===== src/rtl/wb_write_arbiter_pkg.sv =====
// Shared types and helpers for the register-file write arbiter.
// Buffer entries and output requests share one struct.
package wb_write_arbiter_pkg;

  localparam int REG_ADDR_W = 5;
  localparam int DATA_W = 32;
  localparam logic [REG_ADDR_W-1:0] REG_ZERO = 5'd0;

  typedef struct packed {
    logic [REG_ADDR_W-1:0] rd;
    logic [DATA_W-1:0]     data;
  } wb_req_t;

  function automatic logic rd_hit(
    input logic [REG_ADDR_W-1:0] rs,
    input logic [REG_ADDR_W-1:0] rt,
    input logic [REG_ADDR_W-1:0] rd,
    input logic [REG_ADDR_W-1:0] tgt
  );
    return (rs != REG_ZERO && rs == tgt) ||
           (rt != REG_ZERO && rt == tgt) ||
           (rd != REG_ZERO && rd == tgt);
  endfunction

endpackage


===== src/rtl/wb_aux_fifo.sv =====
// Small sync FIFO for auxiliary results.
// Exposes per-entry rd/valid for hazard detection.
import wb_write_arbiter_pkg::*;

module wb_aux_fifo #(
  parameter int DEPTH = 2
) (
  input  logic                             clk,
  input  logic                             reset,
  input  logic                             push,
  input  wb_req_t                          wr,
  input  logic                             pop,
  output logic                             full,
  output logic                             empty,
  output wb_req_t                          head,
  output logic [DEPTH-1:0][REG_ADDR_W-1:0] ent_rd,
  output logic [DEPTH-1:0]                 ent_valid
);

  localparam int AW = $clog2(DEPTH);

  logic [AW:0]      wp;
  logic [AW:0]      rp;
  logic [DEPTH-1:0] vld;
  wb_req_t          mem [DEPTH];

  assign full  = (wp[AW-1:0] == rp[AW-1:0]) && (wp[AW] != rp[AW]);
  assign empty = (wp == rp);
  assign head  = mem[rp[AW-1:0]];
  assign ent_valid = vld;

  always_comb begin
    for (int i = 0; i < DEPTH; i++) begin
      ent_rd[i] = mem[i].rd;
    end
  end

  always_ff @(posedge clk) begin
    if (push) begin
      mem[wp[AW-1:0]] <= wr;
    end
  end

  // Push and pop never target the same slot: push needs !full, pop needs !empty.
  always_ff @(posedge clk or posedge reset) begin
    if (reset) begin
      wp  <= '0;
      rp  <= '0;
      vld <= '0;
    end else begin
      if (push) begin
        vld[wp[AW-1:0]] <= 1'b1;
        wp <= wp + 1'b1;
      end
      if (pop) begin
        vld[rp[AW-1:0]] <= 1'b0;
        rp <= rp + 1'b1;
      end
    end
  end

endmodule


===== src/rtl/wb_write_arbiter.sv =====
// Register-file write arbiter: pipeline writeback beats buffered aux results.
// Also drives ID hazards and a starvation stall request.
import wb_write_arbiter_pkg::*;

module wb_write_arbiter #(
  parameter int DEPTH        = 2,
  parameter int STARVE_LIMIT = 8
) (
  input  logic                  clk,
  input  logic                  reset,
  input  logic                  pipe_we,
  input  logic [REG_ADDR_W-1:0] pipe_rd,
  input  logic [DATA_W-1:0]     pipe_data,
  input  logic                  aux_valid,
  output logic                  aux_ready,
  input  logic [REG_ADDR_W-1:0] aux_rd,
  input  logic [DATA_W-1:0]     aux_data,
  input  logic [REG_ADDR_W-1:0] id_rs,
  input  logic [REG_ADDR_W-1:0] id_rt,
  input  logic [REG_ADDR_W-1:0] id_rd,
  output logic                  hazard,
  output logic                  stall_req,
  output logic                  RegWrite,
  output logic [REG_ADDR_W-1:0] Write_register,
  output logic [DATA_W-1:0]     Write_data
);

  localparam int AGE_W = $clog2(STARVE_LIMIT + 1);
  localparam logic [AGE_W-1:0] AGE_MAX = AGE_W'(STARVE_LIMIT);

  logic    full;
  logic    empty;
  logic    hs;
  logic    push;
  logic    pop;
  logic    pipe_eff;
  wb_req_t head;
  wb_req_t wr;

  logic [DEPTH-1:0][REG_ADDR_W-1:0] ent_rd;
  logic [DEPTH-1:0]                 ent_valid;
  logic [AGE_W-1:0]                 age;
  logic [AGE_W-1:0]                 age_nxt;

  assign aux_ready = !full && !reset;
  assign hs        = aux_valid && aux_ready;
  assign push      = hs && (aux_rd != REG_ZERO);
  assign pipe_eff  = pipe_we && (pipe_rd != REG_ZERO);
  assign pop       = !pipe_eff && !empty;
  assign wr        = '{rd: aux_rd, data: aux_data};

  wb_aux_fifo #(.DEPTH(DEPTH)) u_fifo (
    .clk       (clk),
    .reset     (reset),
    .push      (push),
    .wr        (wr),
    .pop       (pop),
    .full      (full),
    .empty     (empty),
    .head      (head),
    .ent_rd    (ent_rd),
    .ent_valid (ent_valid)
  );

  always_comb begin
    hazard = 1'b0;
    for (int i = 0; i < DEPTH; i++) begin
      if (ent_valid[i] && rd_hit(id_rs, id_rt, id_rd, ent_rd[i])) begin
        hazard = 1'b1;
      end
    end
    if (hs && rd_hit(id_rs, id_rt, id_rd, aux_rd)) begin
      hazard = 1'b1;
    end
  end

  always_comb begin
    age_nxt = age;
    if (empty || pop) begin
      age_nxt = '0;
    end else if (pipe_eff && age != AGE_MAX) begin
      age_nxt = age + 1'b1;
    end
  end

  always_ff @(posedge clk or posedge reset) begin
    if (reset) begin
      RegWrite       <= 1'b0;
      Write_register <= '0;
      Write_data     <= '0;
      age            <= '0;
      stall_req      <= 1'b0;
    end else begin
      age <= age_nxt;
      // Sticky until the blocked head finally drains.
      if (pop) begin
        stall_req <= 1'b0;
      end else if (age_nxt == AGE_MAX || (full && aux_valid)) begin
        stall_req <= 1'b1;
      end
      if (pipe_eff) begin
        RegWrite       <= 1'b1;
        Write_register <= pipe_rd;
        Write_data     <= pipe_data;
      end else if (pop) begin
        RegWrite       <= 1'b1;
        Write_register <= head.rd;
        Write_data     <= head.data;
      end else begin
        RegWrite <= 1'b0;
      end
    end
  end

endmodule


===== config.mk =====
export PLATFORM = sky130hd
export DESIGN_NAME = wb_write_arbiter
export DESIGN_NICKNAME = d
export VERILOG_FILES = /design/src/rtl/wb_write_arbiter_pkg.sv /design/src/rtl/wb_aux_fifo.sv /design/src/rtl/wb_write_arbiter.sv
export SDC_FILE = /design/constraint.sdc
export NUM_CORES = 1
export LEC_CHECK = 0
export CELL_PAD_IN_SITES_DETAIL_PLACEMENT = 1
export CELL_PAD_IN_SITES_GLOBAL_PLACEMENT = 2
export CORE_ASPECT_RATIO = 1.2
export CORE_MARGIN = 4
export CORE_UTILIZATION = 30
export DETAILED_ROUTE_END_ITERATION = 10
export GPL_ROUTABILITY_DRIVEN = 0
export PLACE_DENSITY = 0.76
export SLEW_MARGIN = 40
export SYNTH_ARGS = -nofsm -noshare
export SYNTH_HDL_FRONTEND = slang
export SYNTH_HIERARCHICAL = 1
export SYNTH_SLANG_ARGS = --single-unit

===== constraint.sdc =====
create_clock -name clk -period 3.4 [get_ports clk]
set_input_delay 0.85 -clock clk [delete_from_list [all_inputs] [get_ports clk]]
set_output_delay 0.85 -clock clk [all_outputs]
set_load 0.02 [all_outputs]

==> impl_metrics.yaml, run 1 <==
outcome:
  status: "finished clean"
synth:
  synth_cells: 416
  synth_area_um2: 5810
  yosys.area.top_type: "edfxtp_1"
  synth_flop_cell: "edfxtp_1"
  yosysWarnings: 6
  synth_edf_count: 74
  synth_nets: 511
  ys_seq_area_frac: 0.593
  synth_top_area_frac: 0.382
  synthArstFlopShare: 0.398
  synthDistinctLibCells: 35
  synth.avg_cell_area_um2: 14.0
  ys_seq_elements: 123
  synth_area_leaders: "edfxtp_1 (38%), dfrtp_1 (21%), mux2_4 (9.6%)"
clocking:
  clkTransAtPathRegs_ns: 0.05
  ctsLongestPathBuffers: 2
  cts_made_buffers: 17
  htreeDepth: 4
  clock_latency_ns: 0.41
  cts_tree: "done"
  clockRootBuffer: "clkbuf_16"
  cts_sinks: 123
floorplanning:
  pin_count: 134
  die_h_um: 160
  core-area_um2: 18900
  dieArea_um2: 21700
  start_util: 0.307
  rows: 55
  die_w_um: 135
critical_path:
  worst_ep_arrival_time_ns: 2.51
  r2r_setup_slack_ns: 1.06
  reg2reg_depth: 7
  worstPathMaxFanout: 3
  cp.required_ns: 2.55
  crit_path_cell_trace: "dlygate4sd2_1 > or4_1 > nor2_4 > nor4_2 > o31ai_1 > o211ai_1 > buf_4"
  cp_slowest_cell: "or4_1"
  critPathMaxStageDelay_ns: 0.57
  endpoint_kind: "output port"
  worst_setup_path_start_kind: "input pin"
  worst-setup-path-type: "input pin to output port"
sta:
  fin_ws_ns: 0.0368
  setup-violations-final: 0
  slew_headroom: 0.484
  slew_violations: 0
  skew_ns: 0.00699
  worst_slew_pin_slew_ns: 0.774
  fin_hold_ws_ns: 0.497
  min_period_over_period: 0.989
  period_needed_ns: 3.36
  fin_tns_setup_ns: 0
  max_clock_freq_mhz: 297
  hold_viol_final: 0
drt:
  drcViolationCount: 0
  postRouteAntennaNets: 0
  vias_per_cell: 4.56
  met2_length_um: 8140
  wl_met3_um: 610
  top_layer_used: "met4"
  first_pass_iters: 4
  drt-total-wl_um: 14900
  drt_first_iter_violations: 118
  wire_per_inst_um: 17.8
  dr_total_vias: 3820
  drt-met1-wl_um: 6000
global_routing:
  grt_pass1_wl_um: 23800
  overflow: 0
  grt_pass1_vias: 4346
  groute.usage.overall: 0.142
  grt_max_degree: 45
  antenna_found_initial: 0
hold_path:
  hold_depth: 1
  min_path_type: "flip-flop to flip-flop"
place:
  port_buffers: 133
  dp_hpwl_um: 10700
  place_area_um2: 7470
  pre_cts_ws_ns: -0.481
cells_and_area:
  area_growth_pct: 38.0
  fin_area_um2: 8020
  final_cell_mix: "clkdlybuf4s50_1 (118), edfxtp_1 (74), dfrtp_1 (48), a21oi_1 (39), nor2_1 (38)"
  nets: 663
  drive_above_1_share: 0.188
  post-route-util: 0.424
  layout_commonest_cell: "clkdlybuf4s50_1"
  antenna_cells: 0
flow_run:
  cap_violations: 0
pwr:
  vdd_drop_max_uv: 344
  leakage_nw: 3.08
  power_density_nw_per_um2: 795
[sequential cells by signal (all words and copies together), names as in the netlist]
name,count
age,4
stall_req,1
u_fifo/mem,74
RegWrite,1
Write_register,5
u_fifo/wp,2
u_fifo/ent_valid,2
Write_data,32
u_fifo/rp,2
[layer usage]
layer  global-route usage  up-vias
met5                    0        -
met4               0.0440        0
met3               0.0341       16
met2                0.259       99
met1                0.164     1909
li1                     -     1796
[what timing repair did]
action,in CTS,in global routing
endpoints found under the hold margin,0,0
pin swaps,11,6
buffers inserted,1,0
gates resized for setup,20,6
hold buffers,0,0
endpoints found under the setup margin,1,1
[critical path: cells and delay by family]
family / cells / cell delay, ns
AOI/OAI and AO/OA: 2 / 0.46
buffers and inverters: 2 / 0.43
and+or+nand+nor: 3 / 0.76
[final timing paths]
path / from / endpoint
worst max-delay path: id_rd[2] / hazard
worst min-delay path: u_fifo/wp[1] / u_fifo/wp[1]
worst max register to register: u_fifo/wp[0] / u_fifo/mem[0][29]
worst min register to register: u_fifo/wp[1] / u_fifo/wp[1]
max in group asynchronous: reset / Write_data[30]
min in group asynchronous: reset / u_fifo/rp[1]
[report_power, final]
| group | internal, mW | switching [mW] | total [mW] |
|---|---|---|---|
| registers | 1.99 | 0.214 | 2.20 |
| clock network | 0.943 | 0.653 | 1.60 |
| logic | 1.31 | 1.27 | 2.58 |
| total | 4.24 | 2.13 | 6.38 |
[cell families (layout without fill, tap and decap cells)]
| family | count (synthesis) | in the layout | share of synthesized area |
|---|---|---|---|
| AND/OR/NAND/NOR | 82 | 82 | 0.0674 |
| buffers and inverters | 33 | 198 | 0.0484 |
| XOR/XNOR | 54 | 54 | 0.0814 |
| multiplexers | 74 | 74 | 0.160 |
| flip-flops | 123 | 123 | 0.593 |
| adder cells (fa/ha/maj) | 2 | 2 | 0.00430 |
| AO/OA/AOI/OAI | 48 | 48 | 0.0456 |
[metrics by stage]
step	power, mW	cells
after detailed placement	4.87	804
after global routing	6.76	837
after CTS	6.49	837
final	6.38	837
after floorplan	4.00	416
after global placement	4.77	804
[cells in the mapped netlist, drive strengths merged (4+ instances only)]
library cell and n:
nand3 10, nand2 4, nor3 7, buf 26
a21oi 39, xnor2 30, inv 5, mux2i 35
nor4 9, nor2 42, edfxtp 74, xor2 24
dfrtp 49, mux2 39, or4 4
[cell type report]
cell class / count / area (um^2)
timing repair buffer: 161 / 1570
inverter: 5 / 18.8
fill: 1979 / 10900
clock inverter: 12 / 77.6
multi-input combinational: 260 / 2140
tap: 256 / 320
clock buffer: 20 / 447
sequential: 123 / 3450
No activity file was read; power rests on OpenSTA's default activity.
==> run 2, diff against run 1 <==
CORE_UTILIZATION = 29   (was 30)
CTS_CLUSTER_SIZE = 8   (was default)
SYNTH_HIERARCHICAL = default   (was 1)
==> run 2 against run 1 <==
Compared with the run above: clock skew increased by 0.0022 ns; power increased by 9.8%; register-to-register slack worse by 0.16 ns; combinational power increased by 3%.
==> impl_metrics.yaml, run 2 <==
synth:
  ys_seq_elements: 123
  ys_seq_area_frac: 0.643
  yosys.area.top_type: "edfxtp_1"
  synth.avg_cell_area_um2: 12.9
  synth_area_leaders: "edfxtp_1 (41%), dfrtp_1 (23%), a221o_1 (6.0%)"
  yosysWarnings: 0
  synth_area_um2: 5360
  synth_top_area_frac: 0.414
  synthArstFlopShare: 0.398
  synthDistinctLibCells: 36
  synth_nets: 510
  synth.most_common_cell: "edfxtp_1"
  synth_flop_cell: "edfxtp_1"
  synth_edf_count: 74
  synth_cells: 415
  yosys-top-cells-count: "edfxtp_1 (74), dfrtp_1 (49), nand2_1 (44), a21oi_1 (39), a221o_1 (32)"
sta:
  max_clock_freq_mhz: 305
  hold_viol_final: 0
  rsz0062_at_grt: "no"
  min_period_over_period: 0.965
  period_needed_ns: 3.28
  setup-violations-final: 0
  worst_slew_pin_slew_ns: 0.658
  fin_tns_setup_ns: 0
  slew_violations: 0
  slew_headroom: 0.561
  skew_ns: 0.00916
place:
  place_area_um2: 7200
  dp_hpwl_um: 11700
  port_buffers: 133
floorplanning:
  pin_count: 134
  die_h_um: 157
  die_w_um: 132
  core-area_um2: 18200
  dieArea_um2: 20700
  start_util: 0.295
  rows: 54
global_routing:
  use_met3: 0.0374
  top_usage_layer: "met2"
  grt_pass1_vias: 4589
  grt_use_met1: 0.196
  grt_max_degree: 39
  grt_pass1_wl_um: 26300
  groute.usage.overall: 0.164
  met2_usage: 0.296
  antenna_found_initial: 0
  overflow: 0
hold_path:
  min_path_type: "flip-flop to flip-flop"
critical_path:
  worst-setup-path-type: "input pin to output port"
  worst_setup_path_start_kind: "input pin"
  worstPathMaxFanout: 2
  worst_ep_arrival_time_ns: 2.43
  cp.required_ns: 2.55
  endpoint_kind: "output port"
pwr:
  leakage_nw: 2.97
  vdd_drop_max_uv: 411
  power_density_nw_per_um2: 884
clocking:
  clock_latency_ns: 0.40
  htreeDepth: 4
  postCtsSetupRepairBufs: 0
  hold_buffers: 0
  ctsLongestPathBuffers: 2
  clkTransAtPathRegs_ns: 0.06
  cts_tree: "done"
  cts_made_buffers: 17
  clockRootBuffer: "clkbuf_16"
  cts_sinks: 123
cells_and_area:
  antenna_cells: 0
  n_fill_cell: 1898
  final_cell_mix: "clkdlybuf4s50_1 (118), edfxtp_1 (74), dfrtp_1 (48), nand2_1 (44), a21oi_1 (39)"
  drive_above_1_share: 0.145
  area_growth_pct: 47.7
  layout_commonest_cell: "clkdlybuf4s50_1"
  nets: 675
  largest_reg_flops: 74
  fin_area_um2: 7920
outcome:
  status: "finished clean"
drt:
  first_pass_iters: 4
  drt-total-wl_um: 16700
  vias_per_cell: 4.98
  drcViolationCount: 0
  postRouteAntennaNets: 0
  dr_total_vias: 4070
  drt_first_iter_violations: 177
  wire_per_inst_um: 20.5
flow_run:
  cap_violations: 0
run 2: repair_timing:
action | 4_1_cts | 5_1_grt
pin swaps | 8 | 8
setup endpoints to repair | 1 | 1
resized for setup | 25 | 8
run 2: final timing paths:
kind                                   start           endpoint  slack, ns  depth (start not counted)
min reg2reg                u_fifo.mem[1][30]     Write_data[30]       0.48                          1
max in group asynchronous              reset       u_fifo.wp[0]       1.97                          3
min in group asynchronous              reset          stall_req       0.88                          2
min                        u_fifo.mem[1][30]     Write_data[30]       0.48                          1
max reg2reg                     u_fifo.wp[0]  u_fifo.mem[0][36]       0.90                          6
max                                 id_rs[4]             hazard       0.12                          8
run 2: cell type report:
class	count	area, um^2	area share
clock buffer	21	460	0.0581
clock inverter	11	215	0.0272
inverter	4	16.3	0.00205
multi-input combinational	264	1850	0.234
sequential	123	3450	0.436
tap	224	280	0.0354
timing repair buffer	170	1650	0.208
run 2: per-layer routing:
layer,wire length (um),part of all wire,vias up
li1,-,-,1899
met1,6950,0.42,2050
met2,8810,0.53,105
met3,743,0.044,16
met4,214,0.013,0
met5,0,0,-
run 2: where the power goes:
part,total [mW],switching [mW],internal [mW]
logic,2.65,1.52,1.13
registers,2.29,0.264,2.03
clock network,2.06,0.646,1.41
total,7.00,2.43,4.58
run 2: per-stage QoR:
stage / hold slack (ns) / power [mW] / worst slack [ns] / util / std cells
floorplan: 0.455 / 3.77 / 0.405 / - / 415
global placement: 0.458 / 4.92 / -0.534 / 0.396 / 785
detailed placement: 0.467 / 5.02 / -0.522 / 0.396 / 785
CTS: 0.481 / 7.10 / 0.0274 / 0.434 / 817
global route: 0.493 / 7.40 / 0.00924 / 0.436 / 817
finish: 0.476 / 7.00 / 0.119 / 0.436 / 817
run 2: critical path, cell delays in order:
cell	delay [ns]
dlygate4sd2_1	0.24
or4_4	0.54
nor2_4	0.11
buf_4	0.12
nor4_1	0.05
o31ai_1	0.22
nand3_1	0.14
buf_6	0.16
run 2: cell families after synthesis:
| kind of cell | share of synthesized area |
|---|---|
| compound gates | 0.116 |
| buf+inv | 0.0261 |
| flops | 0.643 |
| fa+ha+maj | 0.00467 |
| xor+xnor | 0.0882 |
| simple gates | 0.122 |
==> run 3, diff against run 2 <==
ABC_CLOCK_PERIOD_IN_PS = 3400   (was default)
PLACE_DENSITY = 0.8   (was 0.76)
SKIP_CTS_REPAIR_TIMING = 1   (was default)
==> run 3 against run 2 <==
Compared with the run above: die area is the same; power fell by 4.6%; clock-buffer cell count grew 4; non-clock buffer count fell by 3; hold slack lost 0.0038 ns; combinational power shrank 2%; critical path type unchanged.
==> impl_metrics.yaml, run 3 (same netlist as run 2, synthesis figures left out) <==
clocking:
  clkTransAtPathRegs_ns: 0.05
  ctsLongestPathBuffers: 2
  cts_made_buffers: 17
  clock_latency_ns: 0.42
  clockRootBuffer: "clkbuf_16"
  cts_sinks: 123
  htreeDepth: 4
  cts_tree: "done"
sta:
  hold_viol_final: 0
  skew_ns: 0.00881
  worst_slew_pin_slew_ns: 0.685
  rsz0062_at_grt: "no"
  fin_tns_setup_ns: 0
  min_period_over_period: 0.976
  slew_headroom: 0.542
  max_clock_freq_mhz: 301
  setup-violations-final: 0
  period_needed_ns: 3.32
  fin_ws_ns: 0.0806
  slew_violations: 0
flow_run:
  cap_violations: 0
cells_and_area:
  seqCellArea_um2: 3450
  n_fill_cell: 1908
  nets: 672
  area_growth_pct: 45.5
  fin_area_um2: 7800
  multiInputGateArea_um2: 1830
  antenna_cells: 0
  drive_above_1_share: 0.132
  layout_commonest_cell: "clkdlybuf4s50_1"
  final_cell_mix: "clkdlybuf4s50_1 (121), edfxtp_1 (74), dfrtp_1 (49), nand2_1 (44), a21oi_1 (39)"
  post-route-util: 0.429
  largest_reg_flops: 74
critical_path:
  cp.required_ns: 2.55
  regToRegEndpoint: "u_fifo.mem[0][0]"
  worst_ep_arrival_time_ns: 2.47
  r2r_setup_slack_ns: 0.79
  worst-setup-path-type: "input pin to output port"
  r2r-start: "u_fifo.wp[0]"
  worstPathMaxFanout: 3
  reg2reg_depth: 7
  endpoint_kind: "output port"
  worst_setup_path_start_kind: "input pin"
pwr:
  vdd_drop_max_uv: 525
  leakage_nw: 2.96
  power_density_nw_per_um2: 857
hold_path:
  min_to: "Write_data[9]"
  min_path_type: "flip-flop to flip-flop"
  hold_depth: 1
  min_from: "u_fifo.mem[1][9]"
drt:
  wl_met3_um: 858
  postRouteAntennaNets: 0
  drt-total-wl_um: 16400
  vias_per_cell: 5.01
  drcViolationCount: 0
  drt-met1-wl_um: 6820
  dr_total_vias: 4078
  wire_per_inst_um: 20.1
  met2_length_um: 8400
  first_pass_iters: 4
  top_layer_used: "met5"
  drt_first_iter_violations: 177
place:
  port_buffers: 133
  pre_cts_ws_ns: -0.575
  dp_hpwl_um: 11600
  place_area_um2: 7150
global_routing:
  groute.usage.overall: 0.162
  grt_pass1_wl_um: 25600
  grt_max_degree: 50
  overflow: 0
  grt_pass1_vias: 4584
  antenna_found_initial: 2
floorplanning:
  dieArea_um2: 20700
  die_h_um: 157
  die_w_um: 132
  start_util: 0.295
  core-area_um2: 18200
  pin_count: 134
  rows: 54
outcome:
  status: "finished clean"
## run 3: changes by cell type in the layout (fill, tap and decap cells not counted), moves of 2 or more
cell and change:
dlygate4sd2_1 -9, dlymetal6s2s_1 +7, bufinv_16 -4, clkinv_4 -2, nor4_2 -2, buf_4 -2, clkdlybuf4s50_1 +3, nor4_1 +2
clkbuf_1 +2, clkbuf_8 +2
## run 3: layout make-up
| cell class | instances | share of cell area |
|---|---|---|
| clock buffers | 25 | 0.0635 |
| clock inverters | 7 | 0.0112 |
| inverters | 4 | 0.00193 |
| multi-input cells | 264 | 0.235 |
| flip-flops and latches | 123 | 0.442 |
| well taps | 224 | 0.0359 |
| repair buffers | 167 | 0.210 |
## run 3: per-stage QoR
stage / total power [mW] / hold WS (ns) / instances
CTS: 6.80 / 0.474 / 814
global placement: 4.88 / 0.458 / 782
global route: 7.08 / 0.490 / 814
finish: 6.68 / 0.472 / 814
floorplan: 3.77 / 0.455 / 415
detailed placement: 4.99 / 0.464 / 782
## run 3: worst max-delay path by stage
stage	endpoint	from	depth (start not counted)
2_1_floorplan	u_fifo.mem[0][0]	reset	3
3_3_place_gp	hazard	id_rt[1]	7
3_5_place_dp	hazard	id_rt[1]	7
4_1_cts	hazard	id_rt[1]	7
5_1_grt	hazard	id_rt[4]	7
6_report	hazard	id_rt[4]	7
## run 3: critical path, stage by stage
cell	delay, ns
clkdlybuf4s50_1	0.42
or4_4	0.44
nor2_4	0.14
nor4_1	0.08
o31ai_1	0.26
nand3_1	0.13
buf_6	0.15
## run 3: routing by layer
layer	GRT usage	up-vias
li1	-	1888
met1	0.184	2045
met4	0.0565	4
met2	0.285	115
met5	0	-
met3	0.0563	26
## run 3: power breakdown
part	switching, mW	total (mW)	internal, mW
Sequential	0.260	2.29	2.03
Combinational	1.49	2.61	1.13
Clock	0.628	1.78	1.15
